==> config.mk <==
export PLATFORM = sky130hd
export DESIGN_NAME = frame_bank_scheduler_flat
export DESIGN_NICKNAME = d
export VERILOG_FILES = /design/src/rtl/frame_bank_scheduler_if.sv /design/src/rtl/frame_bank_scheduler.sv /design/src/flat_wrapper.sv
export SDC_FILE = /design/constraint.sdc
export NUM_CORES = 1
export LEC_CHECK = 0
export CELL_PAD_IN_SITES_DETAIL_PLACEMENT = 1
export CELL_PAD_IN_SITES_GLOBAL_PLACEMENT = 2
export CORE_ASPECT_RATIO = 1.1
export CORE_UTILIZATION = 27
export CTS_CLUSTER_SIZE = 25
export DETAILED_ROUTE_END_ITERATION = 12
export GPL_ROUTABILITY_DRIVEN = 1
export PLACE_DENSITY_LB_ADDON = 0.1
export SLEW_MARGIN = 20
export SYNTH_ARGS = -nofsm -noshare
export SYNTH_HDL_FRONTEND = slang
export SYNTH_SLANG_ARGS = --single-unit
==> constraint.sdc <==
create_clock -name PixelClk -period 2.6 [get_ports PixelClk]
set_input_delay 0.26 -clock PixelClk [delete_from_list [all_inputs] [get_ports PixelClk]]
set_output_delay 0.26 -clock PixelClk [all_outputs]
set_load 0.01 [all_outputs]
==> src/rtl/frame_bank_scheduler_if.sv <==
// Bank-request handshake between the camera writer, the LCD reader and frame_bank_scheduler.
interface frame_bank_scheduler_if #(
  parameter int ADDR_W = 21
);
  logic              wr_frame_start;
  logic              wr_frame_done;
  logic              wr_frame_abort;
  logic              wr_grant;
  logic [ADDR_W-1:0] wr_base;
  logic              wr_drop;
  logic              rd_frame_start;
  logic              rd_frame_done;
  logic              rd_valid;
  logic [ADDR_W-1:0] rd_base;
  logic              rd_fresh;
  logic [15:0]       frames_dropped;

  modport master (
    output wr_frame_start, wr_frame_done, wr_frame_abort,
    output rd_frame_start, rd_frame_done,
    input  wr_grant, wr_base, wr_drop,
    input  rd_valid, rd_base, rd_fresh, frames_dropped
  );

  modport slave (
    input  wr_frame_start, wr_frame_done, wr_frame_abort,
    input  rd_frame_start, rd_frame_done,
    output wr_grant, wr_base, wr_drop,
    output rd_valid, rd_base, rd_fresh, frames_dropped
  );
endinterface

==> src/rtl/frame_bank_scheduler.sv <==
// PSRAM frame-bank ownership tracker between camera writer and LCD reader.
// Define FRAME_BANK_TRIPLE_EN for three banks; otherwise two banks (double buffering).
module frame_bank_scheduler #(
  parameter int                ADDR_W      = 21,
  parameter logic [ADDR_W-1:0] BASE_ADDR   = 21'h000000,
  parameter logic [ADDR_W-1:0] BANK_STRIDE = 21'h040000
) (
  input  logic PixelClk,
  input  logic nRST,
  input  logic init_done,
  frame_bank_scheduler_if.slave bus
);

`ifdef FRAME_BANK_TRIPLE_EN
  localparam int NB = 3;
`else
  localparam int NB = 2;
`endif
  localparam int IDX_W = $clog2(NB);

  typedef enum logic [1:0] {
    FREE    = 2'd0,
    WRITING = 2'd1,
    READY   = 2'd2,
    READING = 2'd3
  } bank_state_t;

  typedef bank_state_t [NB-1:0] bank_vec_t;

  bank_vec_t          bank_r,       bank_s;
  logic [NB-1:0]      seen_r,       seen_s;
  logic [IDX_W-1:0]   latest_r,     latest_s;
  logic               latest_vld_r, latest_vld_s;
  logic [IDX_W-1:0]   wr_idx_r,     wr_idx_s;
  logic [IDX_W-1:0]   rd_idx_r,     rd_idx_s;
  logic               wr_grant_r,   wr_grant_s;
  logic               rd_valid_r,   rd_valid_s;
  logic               rd_fresh_r,   rd_fresh_s;
  logic               wr_drop_r,    wr_drop_s;
  logic [ADDR_W-1:0]  wr_base_r;
  logic [ADDR_W-1:0]  rd_base_r;
  logic [15:0]        frames_dropped_r;
  logic               drop_evt_s;
  logic               wr_alloc_s;
  logic               rd_alloc_s;
  logic [IDX_W:0]     pick_free_s;
  logic [IDX_W:0]     pick_ready_s;

  function automatic logic [IDX_W:0] find_lowest(input bank_vec_t s, input bank_state_t want);
    logic [IDX_W:0] res;
    res = {(IDX_W+1){1'b0}};
    for (int i = NB - 1; i >= 0; i--) begin
      if (s[i] == want) begin
        res = {1'b1, IDX_W'(i)};
      end else begin
        res = res;
      end
    end
    return res;
  endfunction

  function automatic logic [ADDR_W-1:0] bank_base(input logic [IDX_W-1:0] idx);
    return BASE_ADDR + ADDR_W'(idx) * BANK_STRIDE;
  endfunction

  // Next bank ownership: reader release, writer completion, writer allocation, reader acquisition.
  always_comb begin
    bank_s       = bank_r;
    seen_s       = seen_r;
    latest_s     = latest_r;
    latest_vld_s = latest_vld_r;
    wr_idx_s     = wr_idx_r;
    rd_idx_s     = rd_idx_r;
    wr_grant_s   = wr_grant_r;
    rd_valid_s   = rd_valid_r;
    rd_fresh_s   = rd_fresh_r;
    wr_drop_s    = 1'b0;
    drop_evt_s   = 1'b0;
    wr_alloc_s   = 1'b0;
    rd_alloc_s   = 1'b0;
    pick_free_s  = {(IDX_W+1){1'b0}};
    pick_ready_s = {(IDX_W+1){1'b0}};

    if (bus.rd_frame_done && rd_valid_s) begin
      bank_s[rd_idx_s] = (latest_vld_s && (latest_s == rd_idx_s)) ? READY : FREE;
      rd_valid_s       = 1'b0;
    end else begin
      rd_valid_s = rd_valid_s;
    end

    // A superseded latest frame still on screen is freed later by the reader's done.
    if (bus.wr_frame_done && wr_grant_s) begin
      if (latest_vld_s && (bank_s[latest_s] == READY)) begin
        bank_s[latest_s] = FREE;
      end else begin
        bank_s = bank_s;
      end
      bank_s[wr_idx_s] = READY;
      seen_s[wr_idx_s] = 1'b0;
      latest_s         = wr_idx_s;
      latest_vld_s     = 1'b1;
      wr_grant_s       = 1'b0;
    end else if (bus.wr_frame_abort && wr_grant_s) begin
      bank_s[wr_idx_s] = FREE;
      wr_grant_s       = 1'b0;
    end else begin
      wr_grant_s = wr_grant_s;
    end

    if (bus.wr_frame_start) begin
      if (wr_grant_s) begin
        bank_s[wr_idx_s] = FREE;
        wr_grant_s       = 1'b0;
        drop_evt_s       = 1'b1;
      end else begin
        wr_grant_s = wr_grant_s;
      end
      pick_free_s  = find_lowest(bank_s, FREE);
      pick_ready_s = find_lowest(bank_s, READY);
      if (pick_free_s[IDX_W]) begin
        wr_idx_s   = pick_free_s[IDX_W-1:0];
        wr_alloc_s = 1'b1;
      end else if (pick_ready_s[IDX_W]) begin
        wr_idx_s     = pick_ready_s[IDX_W-1:0];
        wr_alloc_s   = 1'b1;
        drop_evt_s   = 1'b1;
        latest_vld_s = latest_vld_s && (latest_s != pick_ready_s[IDX_W-1:0]);
      end else begin
        wr_drop_s  = 1'b1;
        drop_evt_s = 1'b1;
      end
      if (wr_alloc_s) begin
        bank_s[wr_idx_s] = WRITING;
        wr_grant_s       = 1'b1;
      end else begin
        wr_grant_s = wr_grant_s;
      end
    end else begin
      wr_drop_s = 1'b0;
    end

    if (bus.rd_frame_start) begin
      if (rd_valid_s) begin
        bank_s[rd_idx_s] = (latest_vld_s && (latest_s == rd_idx_s)) ? READY : FREE;
        rd_valid_s       = 1'b0;
      end else begin
        rd_valid_s = rd_valid_s;
      end
      if (latest_vld_s) begin
        bank_s[latest_s] = READING;
        rd_fresh_s       = ~seen_s[latest_s];
        seen_s[latest_s] = 1'b1;
        rd_idx_s         = latest_s;
        rd_valid_s       = 1'b1;
        rd_alloc_s       = 1'b1;
      end else begin
        rd_alloc_s = 1'b0;
      end
    end else begin
      rd_alloc_s = 1'b0;
    end
  end

  // State and registered outputs; init_done low holds everything in the reset state.
  always_ff @(posedge PixelClk or negedge nRST) begin
    if (!nRST) begin
      bank_r           <= {NB{FREE}};
      seen_r           <= {NB{1'b0}};
      latest_r         <= {IDX_W{1'b0}};
      latest_vld_r     <= 1'b0;
      wr_idx_r         <= {IDX_W{1'b0}};
      rd_idx_r         <= {IDX_W{1'b0}};
      wr_grant_r       <= 1'b0;
      rd_valid_r       <= 1'b0;
      rd_fresh_r       <= 1'b0;
      wr_drop_r        <= 1'b0;
      wr_base_r        <= {ADDR_W{1'b0}};
      rd_base_r        <= {ADDR_W{1'b0}};
      frames_dropped_r <= 16'h0000;
    end else if (!init_done) begin
      bank_r           <= {NB{FREE}};
      seen_r           <= {NB{1'b0}};
      latest_r         <= {IDX_W{1'b0}};
      latest_vld_r     <= 1'b0;
      wr_idx_r         <= {IDX_W{1'b0}};
      rd_idx_r         <= {IDX_W{1'b0}};
      wr_grant_r       <= 1'b0;
      rd_valid_r       <= 1'b0;
      rd_fresh_r       <= 1'b0;
      wr_drop_r        <= 1'b0;
      wr_base_r        <= {ADDR_W{1'b0}};
      rd_base_r        <= {ADDR_W{1'b0}};
      frames_dropped_r <= 16'h0000;
    end else begin
      bank_r       <= bank_s;
      seen_r       <= seen_s;
      latest_r     <= latest_s;
      latest_vld_r <= latest_vld_s;
      wr_idx_r     <= wr_idx_s;
      rd_idx_r     <= rd_idx_s;
      wr_grant_r   <= wr_grant_s;
      rd_valid_r   <= rd_valid_s;
      rd_fresh_r   <= rd_fresh_s;
      wr_drop_r    <= wr_drop_s;
      if (wr_alloc_s) begin
        wr_base_r <= bank_base(wr_idx_s);
      end else begin
        wr_base_r <= wr_base_r;
      end
      if (rd_alloc_s) begin
        rd_base_r <= bank_base(rd_idx_s);
      end else begin
        rd_base_r <= rd_base_r;
      end
      if (drop_evt_s && (frames_dropped_r != 16'hFFFF)) begin
        frames_dropped_r <= frames_dropped_r + 16'd1;
      end else begin
        frames_dropped_r <= frames_dropped_r;
      end
    end
  end

  assign bus.wr_grant       = wr_grant_r;
  assign bus.wr_base        = wr_base_r;
  assign bus.wr_drop        = wr_drop_r;
  assign bus.rd_valid       = rd_valid_r;
  assign bus.rd_base        = rd_base_r;
  assign bus.rd_fresh       = rd_fresh_r;
  assign bus.frames_dropped = frames_dropped_r;

endmodule

==> src/flat_wrapper.sv <==
// flat-port wrapper written by rule: the top's interface ports become plain ports
module frame_bank_scheduler_flat 
#(
  parameter int                ADDR_W      = 21,
  parameter logic [ADDR_W-1:0] BASE_ADDR   = 21'h000000,
  parameter logic [ADDR_W-1:0] BANK_STRIDE = 21'h040000
)
  (PixelClk, nRST, init_done, bus_wr_frame_start, bus_wr_frame_done, bus_wr_frame_abort, bus_rd_frame_start, bus_rd_frame_done, bus_wr_grant, bus_wr_base, bus_wr_drop, bus_rd_valid, bus_rd_base, bus_rd_fresh, bus_frames_dropped);
  frame_bank_scheduler_if #(.ADDR_W(ADDR_W)) bus_i ();
  input  logic PixelClk;
  input  logic nRST;
  input  logic init_done;
  input wire logic [$bits(bus_i.wr_frame_start)-1:0] bus_wr_frame_start;
  input wire logic [$bits(bus_i.wr_frame_done)-1:0] bus_wr_frame_done;
  input wire logic [$bits(bus_i.wr_frame_abort)-1:0] bus_wr_frame_abort;
  input wire logic [$bits(bus_i.rd_frame_start)-1:0] bus_rd_frame_start;
  input wire logic [$bits(bus_i.rd_frame_done)-1:0] bus_rd_frame_done;
  output wire logic [$bits(bus_i.wr_grant)-1:0] bus_wr_grant;
  output wire logic [$bits(bus_i.wr_base)-1:0] bus_wr_base;
  output wire logic [$bits(bus_i.wr_drop)-1:0] bus_wr_drop;
  output wire logic [$bits(bus_i.rd_valid)-1:0] bus_rd_valid;
  output wire logic [$bits(bus_i.rd_base)-1:0] bus_rd_base;
  output wire logic [$bits(bus_i.rd_fresh)-1:0] bus_rd_fresh;
  output wire logic [$bits(bus_i.frames_dropped)-1:0] bus_frames_dropped;
  assign bus_i.wr_frame_start = bus_wr_frame_start;
  assign bus_i.wr_frame_done = bus_wr_frame_done;
  assign bus_i.wr_frame_abort = bus_wr_frame_abort;
  assign bus_i.rd_frame_start = bus_rd_frame_start;
  assign bus_i.rd_frame_done = bus_rd_frame_done;
  assign bus_wr_grant = bus_i.wr_grant;
  assign bus_wr_base = bus_i.wr_base;
  assign bus_wr_drop = bus_i.wr_drop;
  assign bus_rd_valid = bus_i.rd_valid;
  assign bus_rd_base = bus_i.rd_base;
  assign bus_rd_fresh = bus_i.rd_fresh;
  assign bus_frames_dropped = bus_i.frames_dropped;
  frame_bank_scheduler #(.ADDR_W(ADDR_W), .BASE_ADDR(BASE_ADDR), .BANK_STRIDE(BANK_STRIDE)) u_core (.PixelClk(PixelClk), .nRST(nRST), .init_done(init_done), .bus(bus_i));
endmodule
==> impl_metrics.tcl, run 1 <==
set metrics [dict create \
    status "completed" \
    drc 0 \
    final_cells 444 \
    yosys.area.top_type "dfrtp_1" \
    cp_max_fo 6 \
    reg2reg_depth 6 \
    yosys.cell_count.top_type "buf_4" \
    startpoint "u_core.rd_idx_r" \
    ant_nets 0 \
    fin_skew_ns 0.00533 \
    die_area_um2 9110 \
    dp_hpwl_um 5160 \
    vdd_drop_max_mv 0.193 \
    rr_endpoint "u_core.bus.rd_fresh" \
    cp.depth 6 \
    cts_max_level 2 \
    routed_wl_um 6690 \
    area_growth_pct 24.0 \
    yosys_warnings 0 \
    dr.pass1.iters 4 \
    num_vias 2075 \
    path_class "flop to flop" \
    numCtsBuffers 5 \
    synthTopCellsByCount "buf_4, dfrtp_1, nor2_1, nand2_1, nor3_1" \
    critPathLaunchType "flop" \
    rows 35 \
    postCtsSetupBuffers 0 \
    finalInstanceArea_um2 2930 \
    grt_pass1_wl_um 11000 \
    setup_viol 0 \
    synth_edf_count 0 \
    p_seq_share_pct 42.1 \
    worstPathBufferInverterCount 0 \
    slowest_stage "or4_1" \
    final_core_util_pct 34.8 \
    cts_root_buffer "clkbuf_8" \
    cap_viol_max_count 0 \
    grt_use_total_pct 15.3 \
    synth_top_cell_area_share_pct 34.0 \
    largest_register_ffs 16 \
    swShare_pct 31.6 \
    layout-drive-gt1-share_pct 15.6 \
    cp-end-kind "flop" \
    clkSinkCount 32 \
    timing.final.crit_period_ns 2.38 \
    gr-total-overflow 0 \
    path_cells "nand3b_2 -> and2_1 -> o31a_1 -> or4_1 -> or2_4 -> a221oi_2" \
    syn_area_um2 2360 \
    globalplace.congestion 0.759 \
    worstPathRequired_ns 2.80 \
    placed_area_um2 2840 \
    portBuffers 29 \
    synth_area_leaders "dfrtp_1, buf_4, nor2_1" \
    dp_cells 436 \
    grt_max_degree 33 \
    cts_tree "yes" \
    intPower_w 0.000892 \
    synth_cell_types 60 \
    start_util_pct 28.1 \
    synth_seq_cells 32 \
    leakage_nw 1.27 \
    hold_path_class "input pin to async pin" \
    power.density_nw_per_um2 446 \
    grt_pass1_vias 2144 \
    finish.net_count 341 \
    die_height_um 100 \
    holdBufCountCts 0 \
    die_w_um 91.1 \
    core-area_um2 8410 \
    avgSynthCellArea_um2 8.61 \
    ctsResizeCount 0 \
    timing.critical_path.to "u_core.bus.rd_fresh" \
    routedWlPerCell_um 15.1 \
    reg2reg_setup_slack_ns 0.22 \
    rsz0062_at_grt "no" \
    hold_viol_final 0 \
    clockPowerShare_pct 30.6 \
    combPwrFrac_pct 27.4 \
    fmax_mhz 419 \
    synthArstFlopShare_pct 100 \
    setup_tns_ns 0 \
    switching_power_w 0.000412 \
    finalPower_w 0.00130 \
    max_stage_delay_ns 0.58 \
    pin_count 70 \
    diodes 0 \
    synth_ff_type "dfrtp_1" \
    avgViaCountPerCell 4.67 \
    antenna_found_initial 0 \
    postSynthCellCount 274 \
    slew_violations 0 \
    clk_path_buf_depth 2 \
    crit_family "simple AND/OR/NAND/NOR gates" \
    r2r-start "u_core.rd_idx_r" \
    cp.arrival_ns 2.58 \
    insertion_delay_ns 0.28 \
    finalCritPeriodShare_pct 91.7 \
    first_iter_violations 55 \
    ys_seq_area_share_pct 34.0 \
    clk_pin_slew_ns 0.07 \
]
==> layout make-up <==
class / instances / area, µm²
multi-input combinational: 221 / 1300
fill: 1041 / 5480
tap: 111 / 139
sequential: 32 / 801
clock buffer: 8 / 90.1
timing repair buffer: 64 / 566
inverter: 8 / 30.0
==> cells in the final DEF (no fill, tap or decap), types with 2 or more instances in the layout <==
| cell type | netlist | final |
|---|---|---|
| clkbuf_1 | 5 | 2 |
| nor2b_1 | 2 | 2 |
| nor3b_1 | 4 | 4 |
| buf_4 | 41 | 34 |
| mux2i_1 | 6 | 6 |
| a21oi_1 | 11 | 11 |
| clkbuf_8 | 0 | 6 |
| o21ai_1 | 2 | 2 |
| clkdlybuf4s50_1 | 0 | 29 |
| dfrtp_1 | 32 | 32 |
| and2_1 | 2 | 2 |
| nand2_1 | 22 | 22 |
| and3_1 | 5 | 5 |
| o31ai_1 | 5 | 5 |
| nand4_1 | 3 | 3 |
| conb_1 | 1 | 40 |
| and4_1 | 2 | 2 |
| nand2b_1 | 6 | 6 |
| a21o_1 | 2 | 2 |
| nor2_1 | 26 | 26 |
| o211a_1 | 2 | 2 |
| a31oi_1 | 2 | 2 |
| or4_1 | 4 | 4 |
| o21a_1 | 3 | 3 |
| o21ai_0 | 8 | 8 |
| inv_1 | 8 | 8 |
| nand3_1 | 8 | 8 |
| xnor2_1 | 11 | 11 |
| or2_1 | 2 | 2 |
| nor3_1 | 13 | 13 |
| o221ai_1 | 2 | 2 |
==> power by group through the flow <==
stage               registers [W]  clock network (W)  logic (W)
global route             0.000552           0.000438   0.000395
finish                   0.000549           0.000399   0.000357
detailed placement       0.000558                  0   0.000359
global placement         0.000559                  0   0.000357
CTS                      0.000548           0.000420   0.000361
floorplan                0.000549                  0   0.000247
==> worst min path at each step <==
| stage | from | to | cells past startpoint |
|---|---|---|---|
| detailed placement | u_core.bus.rd_base[18] | u_core.bus.rd_base[18] | 2 |
| CTS | nRST | u_core.bus.frames_dropped[0] | 2 |
| finish | nRST | u_core.bus.frames_dropped[0] | 2 |
| floorplan | nRST | u_core.bank_r[0] | 0 |
| global route | nRST | u_core.bus.frames_dropped[0] | 2 |
| global placement | u_core.bus.rd_base[18] | u_core.bus.rd_base[18] | 2 |
==> metal layers <==
metal	part of all wire (%)	vias up	global-route usage (%)
met5	0	-	0
met1	45	1030	19.2
li1	-	999	-
met4	2.1	0	5.98
met2	50	35	26.7
met3	2.3	11	2.05
==> cells by family after synthesis <==
kind of cell               count (synthesis)  share of synthesized area (%)
and+or+nand+nor                          106                           23.7
buffers and inverters                     60                           17.1
AOI/OAI and AO/OA                         57                           17.9
DFF                                       32                           34.0
xor gates and xnor gates                  11                           4.08
muxes                                      6                           2.55
adders and majority gates                  1                          0.530
other                                      1                          0.159
==> per-stage QoR <==
stage	hold WS [ns]	setup slack (ns)
6_report	0.385	0.215
5_1_grt	0.435	0.0790
4_1_cts	0.396	0.219
3_5_place_dp	0.517	-0.0529
3_3_place_gp	0.508	-0.0175
2_1_floorplan	-0.0356	0.268
==> worst register-to-register path, delay by kind of cell (launching register included) <==
family / cells / cell delay (ns)
DFF: 1 / 0.44
AOI/OAI and AO/OA: 2 / 0.50
and+or+nand+nor: 4 / 1.36
No activity file was read; power rests on OpenSTA's default activity.
==> inputs of run 2 (changes only) <==
--- a/config.mk
+++ b/config.mk
@@ -13,6 +13,7 @@
 export DETAILED_ROUTE_END_ITERATION = 12
 export GPL_ROUTABILITY_DRIVEN = 1
 export PLACE_DENSITY_LB_ADDON = 0.1
+export SETUP_SLACK_MARGIN = 0.3
 export SLEW_MARGIN = 20
 export SYNTH_ARGS = -nofsm -noshare
 export SYNTH_HDL_FRONTEND = slang
==> impl_metrics.tcl, run 2 (synthesis gave the netlist of run 1 again) <==
set metrics [dict create \
    cts_tree "yes" \
    core-area_um2 8410 \
    area_growth_pct 36.0 \
    clk_pin_slew_ns 0.07 \
    rsz0062_at_grt "yes" \
    cp_max_fo 6 \
    final_cell_mix "conb_1, buf_4, dfrtp_1" \
    antenna_found_initial 0 \
    cp.arrival_ns 2.46 \
    path_cells "and3b_2 -> a211oi_2 -> o32ai_2 -> or4_4 -> o211ai_4 -> or2_1 -> o41ai_2" \
    hold_path_class "input pin to async pin" \
    grt_pass1_vias 2078 \
    rows 35 \
    grt-busiest-layer "met2" \
    reg2reg_setup_slack_ns 0.30 \
    reg2reg_depth 7 \
    dp_hpwl_um 5130 \
    met1_usage_pct 18.3 \
    holdBufCountCts 0 \
    largest_register_ffs 16 \
    hold_viol_final 0 \
    cp-end-kind "flop" \
    swShare_pct 33.1 \
    ant_nets 0 \
    critPathLaunchType "flop" \
    numCtsBuffers 5 \
    first_iter_violations 52 \
    rr_endpoint "u_core.bank_r[1]" \
    num_vias 2116 \
    die_height_um 100 \
    p_seq_share_pct 40.4 \
    setup_tns_ns 0 \
    grt_max_degree 33 \
    finalCritPeriodShare_pct 88.4 \
    insertion_delay_ns 0.28 \
    cap_viol_max_count 0 \
    status "completed" \
    grt_pass1_wl_um 10600 \
    grtUsageMet2_pct 27.2 \
    cts_max_level 2 \
    dr.pass1.iters 4 \
    die_area_um2 9110 \
    pin_count 70 \
    diodes 0 \
    intPower_w 0.000909 \
    vdd_drop_max_mv 0.193 \
    avgViaCountPerCell 4.67 \
    worstPathRequired_ns 2.76 \
    drc 0 \
    worstPathBufferInverterCount 0 \
    fmax_mhz 435 \
    layout-drive-gt1-share_pct 26.0 \
    start_util_pct 28.1 \
    setup_viol 0 \
    finalInstanceArea_um2 3210 \
    switching_power_w 0.000450 \
    power.density_nw_per_um2 424 \
    fin_skew_ns 0.00281 \
    clkSinkCount 32 \
    routedWlPerCell_um 15.4 \
    leakage_nw 1.39 \
    finish.net_count 351 \
    gr-total-overflow 0 \
    timing.final.crit_period_ns 2.30 \
    path_class "flop to flop" \
    grt_use_met3_pct 2.12 \
    grt_use_total_pct 14.9 \
    portBuffers 29 \
    cp.depth 7 \
    r2r-start "u_core.latest_vld_r" \
    globalplace.congestion 0.775 \
    clockPowerShare_pct 26.7 \
    clk_path_buf_depth 2 \
    combPwrFrac_pct 32.8 \
    cts_root_buffer "clkbuf_8" \
    routed_wl_um 6980 \
    finalPower_w 0.00136 \
    max_stage_delay_ns 0.61 \
    die_w_um 91.1 \
    placed_area_um2 2830 \
    crit_family "simple AND/OR/NAND/NOR gates" \
    slowest_stage "or4_4" \
    slew_violations 0 \
]
[run 2: cell types whose count changed in the layout (fill, tap and decap cells not counted), moves of 2 or more]
cell             delta
nand2_2             +2
nand2_1             -2
buf_4               +6
nor3_2              +2
dlymetal6s2s_1      +2
dfrtp_2             +5
clkdlybuf4s50_1     -3
buf_6               +3
nor3_1              -2
a31oi_4             +2
dfrtp_1             -5
o31ai_1             -2
[run 2: worst max-delay path by stage]
stage | from | to
6_report | u_core.latest_vld_r | u_core.bank_r[1]
2_1_floorplan | u_core.bus.wr_grant | u_core.bus.rd_fresh
3_3_place_gp | bus_wr_frame_abort | u_core.bus.wr_base[18]
5_1_grt | u_core.latest_vld_r | u_core.bank_r[1]
3_5_place_dp | bus_wr_frame_done | u_core.bank_r[1]
4_1_cts | bus_rd_frame_done | u_core.bus.frames_dropped[0]
[run 2: layout make-up]
type | instances | area [µm²]
clock buffers | 6 | 72.6
clock inverters | 1 | 5.00
fillers | 995 | 5200
inverters | 8 | 30.0
multi-input cells | 221 | 1480
flip-flops and latches | 32 | 807
well taps | 111 | 139
repair buffers | 74 | 673
[run 2: power by group through the flow]
stage | clock [W] | combinational, W | sequential (W)
detailed placement | 0 | 0.000365 | 0.000556
CTS | 0.000382 | 0.000392 | 0.000547
global placement | 0 | 0.000363 | 0.000557
floorplan | 0 | 0.000250 | 0.000549
global route | 0.000396 | 0.000481 | 0.000552
finish | 0.000363 | 0.000446 | 0.000550
[run 2: through the flow]
stage	util (%)	worst slack, ns	hold slack, ns	cells
4_1_cts	35.5	0.254	0.400	444
2_1_floorplan	-	0.285	-0.0356	313
5_1_grt	38.1	0.239	0.426	453
6_report	38.1	0.301	0.385	453
3_5_place_dp	33.7	-0.165	0.516	435
3_3_place_gp	33.7	-0.160	0.505	435
[run 2: repair_timing]
action	4_1_cts	5_1_grt
setup buffers	2	8
gates resized for setup	15	26
pin swaps	2	9
endpoints found under the setup margin	22	26
gates cloned	0	1
[run 2: metal layers]
layer | part of all wire, % | wire length (µm)
met2 | 51 | 3570
met1 | 45 | 3170
met4 | 1.0 | 71
met5 | 0 | 0
met3 | 2.4 | 169
==> inputs of run 3 (changes only) <==
--- a/config.mk
+++ b/config.mk
@@ -5,10 +5,12 @@
 export SDC_FILE = /design/constraint.sdc
 export NUM_CORES = 1
 export LEC_CHECK = 0
+export ABC_AREA = 1
+export CAP_MARGIN = 25
 export CELL_PAD_IN_SITES_DETAIL_PLACEMENT = 1
 export CELL_PAD_IN_SITES_GLOBAL_PLACEMENT = 2
 export CORE_ASPECT_RATIO = 1.1
-export CORE_UTILIZATION = 27
+export CORE_UTILIZATION = 26
 export CTS_CLUSTER_SIZE = 25
 export DETAILED_ROUTE_END_ITERATION = 12
 export GPL_ROUTABILITY_DRIVEN = 1
==> impl_metrics.tcl, run 3 <==
set metrics [dict create \
    grt_use_total_pct 14.9 \
    grt_use_met3_pct 2.23 \
    cts_max_level 2 \
    synth-xor-area-share_pct 2.21 \
    dr.pass1.iters 4 \
    yosys.area_share.simple_pct 32.6 \
    globalplace.congestion 0.819 \
    cts_root_buffer "clkbuf_8" \
    synth_seq_cells 32 \
    synthTopCellsByCount "nand2_1, buf_4, dfrtp_1, inv_1, nor2_1" \
    synth_top_cell_area_share_pct 33.7 \
    cts_tree "yes" \
    combPwrFrac_pct 22.8 \
    pin_count 70 \
    reg2reg_setup_slack_ns 0.54 \
    power.density_nw_per_um2 435 \
    clk_path_buf_depth 2 \
    timing.final.crit_period_ns 2.06 \
    diodes 0 \
    clkSinkCount 32 \
    finalPower_w 0.00121 \
    setup_viol 0 \
    synth_cell_types 34 \
    area_growth_pct 17.4 \
    antenna_found_initial 0 \
    fmax_mhz 486 \
    clk_pin_slew_ns 0.07 \
    intPower_w 0.000818 \
    grtUsageMet2_pct 27.1 \
    largest_register_ffs 16 \
    slew_headroom_pct 66.7 \
    gr-total-overflow 0 \
    rsz0062_at_grt "no" \
    nFillCells 1102 \
    swShare_pct 32.7 \
    synth-adder-area-share_pct 0.526 \
    drc 0 \
    met1_usage_pct 17.9 \
    num_vias 2101 \
    grt_max_degree 33 \
    cp_max_fo 15 \
    fin_skew_ns 0.00840 \
    grt_pass1_wl_um 11000 \
    setup_tns_ns 0 \
    yosys.cell_count.top_type "nand2_1" \
    routedWlPerCell_um 13.6 \
    status "completed" \
    die_w_um 93.2 \
    path_class "flop to flop" \
    vdd_drop_max_mv 0.139 \
    critPathLaunchType "flop" \
    final_cell_mix "nand2_1, conb_1, dfrtp_1" \
    avgSynthCellArea_um2 7.25 \
    grt-busiest-layer "met2" \
    leakage_nw 1.26 \
    die_height_um 102 \
    hold_path_class "input pin to flop" \
    die_area_um2 9540 \
    ant_nets 0 \
    placed_area_um2 2680 \
    postCtsSetupBuffers 0 \
    slew_violations 0 \
    multi_input_comb_area_um2 1250 \
    numCtsBuffers 5 \
    synth_edf_count 0 \
    cp-end-kind "flop" \
    yosys.area.top_type "dfrtp_1" \
    worst_pin_slew_ns 0.497 \
    portBuffers 29 \
    regArea_um2 801 \
    insertion_delay_ns 0.29 \
    grt_pass1_vias 2229 \
    ys_seq_area_share_pct 33.7 \
    hold_viol_final 0 \
    cap_viol_max_count 0 \
    synth_area_leaders "dfrtp_1, buf_4, nand2_1" \
    start_util_pct 26.8 \
    synth.area.mux_share_pct 0 \
    finalCritPeriodShare_pct 79.2 \
    avgViaCountPerCell 4.38 \
    core-area_um2 8870 \
    synth_ff_type "dfrtp_1" \
    first_iter_violations 46 \
    rows 36 \
    final_common_cell "nand2_1" \
    synth_top_family_by_area "simple AND/OR/NAND/NOR gates" \
    finish.net_count 374 \
    synthArstFlopShare_pct 100 \
    switching_power_w 0.000397 \
    syn_area_um2 2380 \
    synth-compound-area-share_pct 10.5 \
    finalInstanceArea_um2 2790 \
    routed_wl_um 6550 \
    cp.arrival_ns 2.23 \
    layout-drive-gt1-share_pct 13.7 \
    clockPowerShare_pct 33.3 \
    postSynthCellCount 328 \
    final_core_util_pct 31.5 \
    p_seq_share_pct 43.9 \
    yosys_warnings 0 \
    worstPathRequired_ns 2.77 \
    dp_hpwl_um 5160 \
]
==> run 3: cell count changes after synthesis, moves of 6 or more <==
cell / before / now
xnor2_1: 11 / 1
inv_1: 8 / 30
inv_2: 0 / 9
nand2_2: 0 / 8
nand3_1: 8 / 24
nand2b_1: 6 / 0
o21ai_0: 8 / 16
mux2i_1: 6 / 0
nand2_1: 22 / 60
a21oi_1: 11 / 17
==> run 3: worst paths after layout <==
kind                                   start                      endpoint  cells after the start
setup / recovery             u_core.rd_idx_r  u_core.bus.frames_dropped[9]                     18
hold / removal             bus_rd_frame_done           u_core.bus.rd_valid                      4
setup reg to reg             u_core.rd_idx_r  u_core.bus.frames_dropped[9]                     18
hold reg to reg             u_core.seen_r[0]              u_core.seen_r[0]                      2
max in group asynchronous               nRST              u_core.bank_r[2]                      2
min in group asynchronous               nRST  u_core.bus.frames_dropped[1]                      2
==> run 3: area by class of cell <==
type / count / share of cell area, %
clock buffer: 7 / 3.09
clock inverter: 1 / 0.269
inverter: 41 / 5.69
multi-input combinational: 249 / 44.8
sequential: 32 / 28.7
tap: 114 / 5.11
timing repair buffer: 36 / 12.4
==> run 3: per-stage QoR <==
stage / instances / hold WS [ns] / setup WS (ns)
2_1_floorplan: 367 / -0.0356 / 0.762
3_3_place_gp: 472 / 0.521 / 0.0999
3_5_place_dp: 472 / 0.525 / 0.0899
4_1_cts: 480 / 0.397 / 0.392
5_1_grt: 480 / 0.430 / 0.294
6_report: 480 / 0.373 / 0.542
==> run 3: repair_timing <==
action,4_1_cts,5_1_grt
setup endpoints to repair,0,14
hold buffers,0,0
resized for setup,0,7
==> run 3: kinds of logic (layout without fill, tap and decap cells) <==
family	Yosys count	count (layout)
and+or+nand+nor	157	157
buffers and inverters	86	85
AOI/OAI and AO/OA	45	45
DFF	32	32
xor gates and xnor gates	6	6
adders and majority gates	1	1
other	1	40
==> run 3: routing by layer <==
layer,vias to the layer above,part of all wire (%)
met1,1004,44
met4,0,1.3
li1,1057,-
met2,32,52
met5,-,0
met3,8,2.4
==> run 3: power by group through the flow <==
stage / logic [W] / registers [W] / clock network (W)
floorplan: 0.000228 / 0.000544 / 0
global placement: 0.000275 / 0.000543 / 0
detailed placement: 0.000276 / 0.000543 / 0
CTS: 0.000276 / 0.000534 / 0.000422
global route: 0.000315 / 0.000536 / 0.000444
finish: 0.000276 / 0.000533 / 0.000405
==> run 3: worst max-delay path, stage by stage, from the launching register on <==
cell     delay, ns
dfrtp_1       0.43
inv_2         0.10
nand3_1       0.09
nand2_1       0.10
nand2_2       0.08
nand2_1       0.07
nand2_1       0.05
nand2_1       0.06
nand2_2       0.06
nand2_2       0.08
nand3_2       0.07
nand2_2       0.11
nand2_4       0.09
nand2_4       0.09
nand2_8       0.10
inv_6         0.13
nand2_1       0.08
o21ai_1       0.12
nor2_1        0.05
